==> config.mk <==
export PLATFORM = sky130hd
export DESIGN_NAME = fetch_unit
export DESIGN_NICKNAME = d
export VERILOG_FILES = /design/src/rtl/cpu_pkg.sv /design/src/rtl/if_id_reg.sv /design/src/rtl/fetch_unit.sv
export SDC_FILE = /design/constraint.sdc
export NUM_CORES = 1
export LEC_CHECK = 0
export CAP_MARGIN = 0
export CELL_PAD_IN_SITES_DETAIL_PLACEMENT = 1
export CELL_PAD_IN_SITES_GLOBAL_PLACEMENT = 2
export CORE_MARGIN = 5
export CORE_UTILIZATION = 27
export DETAILED_ROUTE_END_ITERATION = 7
export PLACE_DENSITY = 0.79
export SETUP_SLACK_MARGIN = 0.5
export SLEW_MARGIN = 20
export SYNTH_ARGS = -nofsm -noshare
export SYNTH_HDL_FRONTEND = slang
export SYNTH_SLANG_ARGS = --single-unit
==> constraint.sdc <==
create_clock -name clk -period 2.09 [get_ports clk]
set_clock_uncertainty 0.15 [all_clocks]
set_input_delay 0.3135 -clock clk [delete_from_list [all_inputs] [get_ports clk]]
set_output_delay 0.3135 -clock clk [all_outputs]
set_load 0.02 [all_outputs]
==> src/rtl/cpu_pkg.sv <==
// Shared front-end definitions for the fetch unit and decode.
// Contents:
//   ST_BOOT / ST_FETCH / ST_HALTED  fetch FSM state encoding
//   HALT_INSTR_DEF                  default encoding that stops fetch
//   RESET_PC_DEF                    default program counter after reset
//   FETCH_CNT_W                     width of the handshake counter
//   sat_inc_cnt()                   saturating increment for that counter
package cpu_pkg;

   localparam logic [1:0] ST_BOOT   = 2'd0;
   localparam logic [1:0] ST_FETCH  = 2'd1;
   localparam logic [1:0] ST_HALTED = 2'd2;

   localparam logic [7:0] HALT_INSTR_DEF = 8'b0111_1000;
   localparam logic [7:0] RESET_PC_DEF   = 8'h00;

   localparam int FETCH_CNT_W = 16;

   // Increment that sticks at all-ones instead of wrapping.
   function automatic logic [FETCH_CNT_W-1:0] sat_inc_cnt(input logic [FETCH_CNT_W-1:0] v);
      if (&v) return v;
      return v + FETCH_CNT_W'(1);
   endfunction

endpackage

==> src/rtl/if_id_reg.sv <==
// IF/ID pipeline register with valid/ready hold behaviour.
// Ports:
//   clk_i, rst_i    clock, synchronous active-high reset (clears valid and data)
//   flush_i         drop the held instruction (valid clears, data left as is)
//   load_i          capture instr_i/pc_i; only meaningful when can_load_o=1
//   ready_i         downstream accepts the held instruction this cycle
//   instr_i, pc_i   instruction word and its address from the fetch stage
//   can_load_o      register is empty or being drained this cycle
//   valid_o         register holds a valid instruction
//   instr_o, pc_o   held instruction and its address
module if_id_reg
   import cpu_pkg::*;
#(
   parameter int PC_WIDTH    = 8,
   parameter int INSTR_WIDTH = 8
) (
   input  logic                   clk_i,
   input  logic                   rst_i,
   input  logic                   flush_i,
   input  logic                   load_i,
   input  logic                   ready_i,
   input  logic [INSTR_WIDTH-1:0] instr_i,
   input  logic [PC_WIDTH-1:0]    pc_i,
   output logic                   can_load_o,
   output logic                   valid_o,
   output logic [INSTR_WIDTH-1:0] instr_o,
   output logic [PC_WIDTH-1:0]    pc_o
);

   logic                   valid_q, valid_d;
   logic [INSTR_WIDTH-1:0] instr_q, instr_d;
   logic [PC_WIDTH-1:0]    pc_q,    pc_d;

   assign can_load_o = !valid_q || ready_i;

   // Flush beats load; with neither, an accepted entry simply drains.
   // A stalled entry (valid, not ready) falls through and holds.
   always_comb begin
      valid_d = valid_q;
      instr_d = instr_q;
      pc_d    = pc_q;
      if (flush_i) begin
         valid_d = 1'b0;
      end else if (load_i && can_load_o) begin
         valid_d = 1'b1;
         instr_d = instr_i;
         pc_d    = pc_i;
      end else if (ready_i) begin
         valid_d = 1'b0;
      end
   end

   always_ff @(posedge clk_i) begin
      if (rst_i) begin
         valid_q <= 1'b0;
         instr_q <= '0;
         pc_q    <= '0;
      end else begin
         valid_q <= valid_d;
         instr_q <= instr_d;
         pc_q    <= pc_d;
      end
   end

   assign valid_o = valid_q;
   assign instr_o = instr_q;
   assign pc_o    = pc_q;

endmodule

==> src/rtl/fetch_unit.sv <==
// Instruction fetch stage: program counter, BOOT/FETCH/HALTED control,
// accepted-handshake counter, and the IF/ID register.
// Ports:
//   clk, reset          clock, synchronous active-high reset
//   inst_addr           fetch address (the PC register)
//   instruction         memory data for inst_addr, same cycle
//   branch_taken        redirect request; branch_target is the new PC
//   out_ready           decode accepts the registered instruction
//   out_valid/out_instr/out_pc   IF/ID register contents
//   halted              FSM is in HALTED
//   fetch_count         saturating count of out_valid & out_ready
module fetch_unit
   import cpu_pkg::*;
#(
   parameter int                     PC_WIDTH    = 8,
   parameter int                     INSTR_WIDTH = 8,
   parameter logic [PC_WIDTH-1:0]    RESET_PC    = PC_WIDTH'(RESET_PC_DEF),
   parameter logic [INSTR_WIDTH-1:0] HALT_INSTR  = INSTR_WIDTH'(HALT_INSTR_DEF)
) (
   input  logic                   clk,
   input  logic                   reset,
   output logic [PC_WIDTH-1:0]    inst_addr,
   input  logic [INSTR_WIDTH-1:0] instruction,
   input  logic                   branch_taken,
   input  logic [PC_WIDTH-1:0]    branch_target,
   input  logic                   out_ready,
   output logic                   out_valid,
   output logic [INSTR_WIDTH-1:0] out_instr,
   output logic [PC_WIDTH-1:0]    out_pc,
   output logic                   halted,
   output logic [15:0]            fetch_count
);

   logic [PC_WIDTH-1:0]    pc_q,    pc_d;
   logic [1:0]             state_q, state_d;
   logic [FETCH_CNT_W-1:0] cnt_q,   cnt_d;

   logic can_load;
   logic branch_ok;
   logic advance;

   // BOOT is a fixed one-cycle settle; a redirect arriving then is dropped.
   assign branch_ok = branch_taken && (state_q != ST_BOOT);
   assign advance   = (state_q == ST_FETCH) && can_load && !branch_ok;

   always_comb begin
      pc_d    = pc_q;
      state_d = state_q;
      if (state_q == ST_BOOT) begin
         state_d = ST_FETCH;
      end else if (branch_ok) begin
         pc_d    = branch_target;
         state_d = ST_FETCH;
      end else if (advance) begin
         // A HALT is still delivered downstream; only further fetch stops.
         pc_d = pc_q + PC_WIDTH'(1);
         if (instruction == HALT_INSTR) state_d = ST_HALTED;
      end else if (state_q != ST_FETCH && state_q != ST_HALTED) begin
         // Unused encoding: recover into normal fetch.
         state_d = ST_FETCH;
      end
   end

   always_comb begin
      cnt_d = cnt_q;
      if (out_valid && out_ready) cnt_d = sat_inc_cnt(cnt_q);
   end

   always_ff @(posedge clk) begin
      if (reset) begin
         pc_q    <= RESET_PC;
         state_q <= ST_BOOT;
         cnt_q   <= '0;
      end else begin
         pc_q    <= pc_d;
         state_q <= state_d;
         cnt_q   <= cnt_d;
      end
   end

   if_id_reg #(
      .PC_WIDTH    (PC_WIDTH),
      .INSTR_WIDTH (INSTR_WIDTH)
   ) u_if_id (
      .clk_i      (clk),
      .rst_i      (reset),
      .flush_i    (branch_ok),
      .load_i     (advance),
      .ready_i    (out_ready),
      .instr_i    (instruction),
      .pc_i       (pc_q),
      .can_load_o (can_load),
      .valid_o    (out_valid),
      .instr_o    (out_instr),
      .pc_o       (out_pc)
   );

   assign inst_addr   = pc_q;
   assign halted      = (state_q == ST_HALTED);
   assign fetch_count = cnt_q;

endmodule
==> impl_metrics.csv <==
group,metric,value,unit
status,outcome,"finished clean",
finish,area_growth,63.1,%
floorplanning,dieWidth,99.6,um
floorplanning,fp.dieH,99.6,um
detailed_routing,via_per_inst,5.06,
power,seqPwrFrac,49.7,%
floorplanning,pin_count,62,
clock_network,cts.sinks,43,
critical_path,reg2reg_depth,5,
placement,dp.cells,425,
logic_synthesis,synth_seq_cells,43,
finish,final_area,3540,um2
detailed_routing,drt-total-wl,6930,um
logic_synthesis,synth.cell_area,2170,um2
detailed_routing,drt-pass1-iter-count,4,
floorplanning,die-area,9920,um2
clock_network,ctsHoldBuffers,0,
timing,worst_slack,0.429,ns
logic_synthesis,synth.distinct_cells,47,
detailed_routing,drcViolationCount,0,
timing,slew_violations,0,
worst_hold_path,hold_path_depth,3,
logic_synthesis,synth-async-reset-ratio,0,%
global_route,antenna_found_initial,0,
finish,diodes,0,
placement,dpl-instance-area,3050,um2
logic_synthesis,synth-main-ff-cell,"dfxtp_1",
floorplanning,start_util,27.9,%
logic_synthesis,avgSynthCellArea,8.28,um2
clock_network,cts_tree,"yes",
power,peakVddDrop,259,uV
clock_network,cts-buffers-inserted,5,
logic_synthesis,syn_inst,262,
placement,pre_cts_ws,-0.0416,ns
clock_network,clk_latency,0.28,ns
logic_synthesis,syn_nets,287,
critical_path,start_kind,"flip-flop",
global_route,grt_max_degree,26,
clock_network,path_clk_slew,0.08,ns
global_route,grt_pass1_wl,11100,um
finish,post-route-util,45.5,%
clock_network,cts_max_level,2,
power,swShare,28.6,%
floorplanning,coreArea,7770,um2
power,power_switching,497,uW
timing,rsz0062_at_grt,"yes",
power,p_per_area,492,nW/um2
logic_synthesis,yosysSeqAreaShare,39.7,%
finish,finalNonFillerCells,451,
timing,hold_viol_final,0,
timing,finalSetupViolCount,0,
timing,finalCriticalPeriod,1.66,ns
power,p_comb_share,21.5,%
timing,clock.fmax,602,MHz
placement,portBuffers,61,
critical_path,crit_path_end_kind,"flip-flop",
timing,period_share,79.5,%
placement,gp_congestion,0.772,
power,intPower,1.24,mW
critical_path,r2r-start,"fetch_count[1]",
finish,drive_gt1_share,33.8,%
global_route,overflow,0,
timing,fin_hold_ws,0.268,ns
worst_hold_path,min_path_type,"primary input to flip-flop",
critical_path,path_class,"flip-flop to flip-flop",
global_route,grt_pass1_vias,2263,
worst_hold_path,min-delay-start,"instruction[6]",
finish,layout_commonest_cell,"nand2_1",
detailed_routing,routed-via-count,2281,
timing,relSlewSlack,73.0,%
critical_path,crit_arrival,1.73,ns
critical_path,worstSetupStartpoint,"fetch_count[1]",
detailed_routing,first_iter_violations,27,
timing,worstMarginPinSlew,0.406,ns
logic_synthesis,yosysWarnings,0,
critical_path,cp.required,2.16,ns
placement,place_hpwl,4890,um
power,leakage,1.43,nW
logic_synthesis,synth_edf_count,0,
detailed_routing,post_drt_wl_per_cell,15.4,um
run,cap_violations,0,
detailed_routing,ant_nets,0,
floorplanning,fp-row-count,32,
finish,nFillCells,909,
clock_network,cts_root_buf,"clkbuf_8",
critical_path,cp_max_fo,4,
finish,nets,374,
power,clkPwrFrac,28.8,%
clock_network,cts_buffer_depth,2,
global_route,track_usage,13.5,%
finish,most-common-layout-cells,"nand2_1, dlygate4sd2_1, a21oi_1",
-- metrics by stage --
| step | power, mW | TNS (ns) |
|---|---|---|
| 6_report | 1.74 | 0 |
| 5_1_grt | 1.83 | 0 |
| 4_1_cts | 1.72 | 0 |
| 3_5_place_dp | 1.21 | -0.0667 |
| 3_3_place_gp | 1.21 | 0 |
| 2_1_floorplan | 1.06 | 0 |
-- kinds of logic (layout without fill, tap and decap cells) --
group | Yosys count | in the layout | share of synthesized area [%]
AOI/OAI and AO/OA | 70 | 70 | 20.5
adders and majority gates | 5 | 5 | 2.89
DFF | 43 | 43 | 39.7
muxes | 4 | 4 | 1.90
and+or+nand+nor | 119 | 119 | 30.9
buffers and inverters | 21 | 108 | 4.10
-- Yosys cell counts (6+ instances only) --
cell      count  area (um2)
nand2_1      49         184
dfxtp_1      43         861
a21oi_1      32         160
clkbuf_1      9        33.8
nor2_1        9        33.8
nor3_1        9        45.0
nand3_1       7        35.0
nand4_1       7        43.8
inv_1         6        22.5
-- metal layers --
metal	part of all wire, %	GRT usage (%)
met4	0.59	3.15
met2	50	23.7
met3	2.6	1.96
met5	0	0
met1	47	17.4
-- critical path, cell delays in order (launching register included) --
cell and delay [ns]:
dfxtp_4 0.37, ha_4 0.14, and4_4 0.28, o211ai_4 0.10, or4_4 0.42, a21oi_2 0.13
-- final timing paths --
check / endpoint / slack, ns
setup / recovery: fetch_count[14] / 0.43
hold / removal: u_if_id.instr_o[6] / 0.27
setup reg to reg: fetch_count[14] / 0.43
hold reg to reg: u_if_id.instr_o[0] / 0.30
-- sequential cells by signal, summed over array words and instances, names as in the netlist --
signal,count
fetch_count,16
inst_addr,8
state_q,2
u_if_id.instr_o,8
u_if_id.pc_o,8
u_if_id.valid_o,1
-- what timing repair did --
| action | in CTS | in global routing |
|---|---|---|
| buffers inserted | 12 | 5 |
| cloned | 1 | 1 |
| endpoints found under the setup margin | 83 | 49 |
| pin swaps | 11 | 29 |
| resized for setup | 78 | 69 |
| hold endpoints to repair | 0 | 0 |
-- power groups by stage --
stage	combinational [mW]	sequential (mW)	clock (mW)
after floorplan	0.143	0.915	0
after global placement	0.316	0.890	0
after detailed placement	0.320	0.891	0
after CTS	0.327	0.870	0.521
after global routing	0.407	0.869	0.551
final	0.374	0.864	0.500
-- area by class of cell --
class	instances	area, um2	share of cell area [%]
multi-input combinational	198	1520	42.9
timing repair buffer	95	868	24.6
tap	102	128	3.61
clock buffer	7	76.3	2.16
sequential	43	920	26.0
inverter	6	27.5	0.778
(Power assumes the default switching activity.)
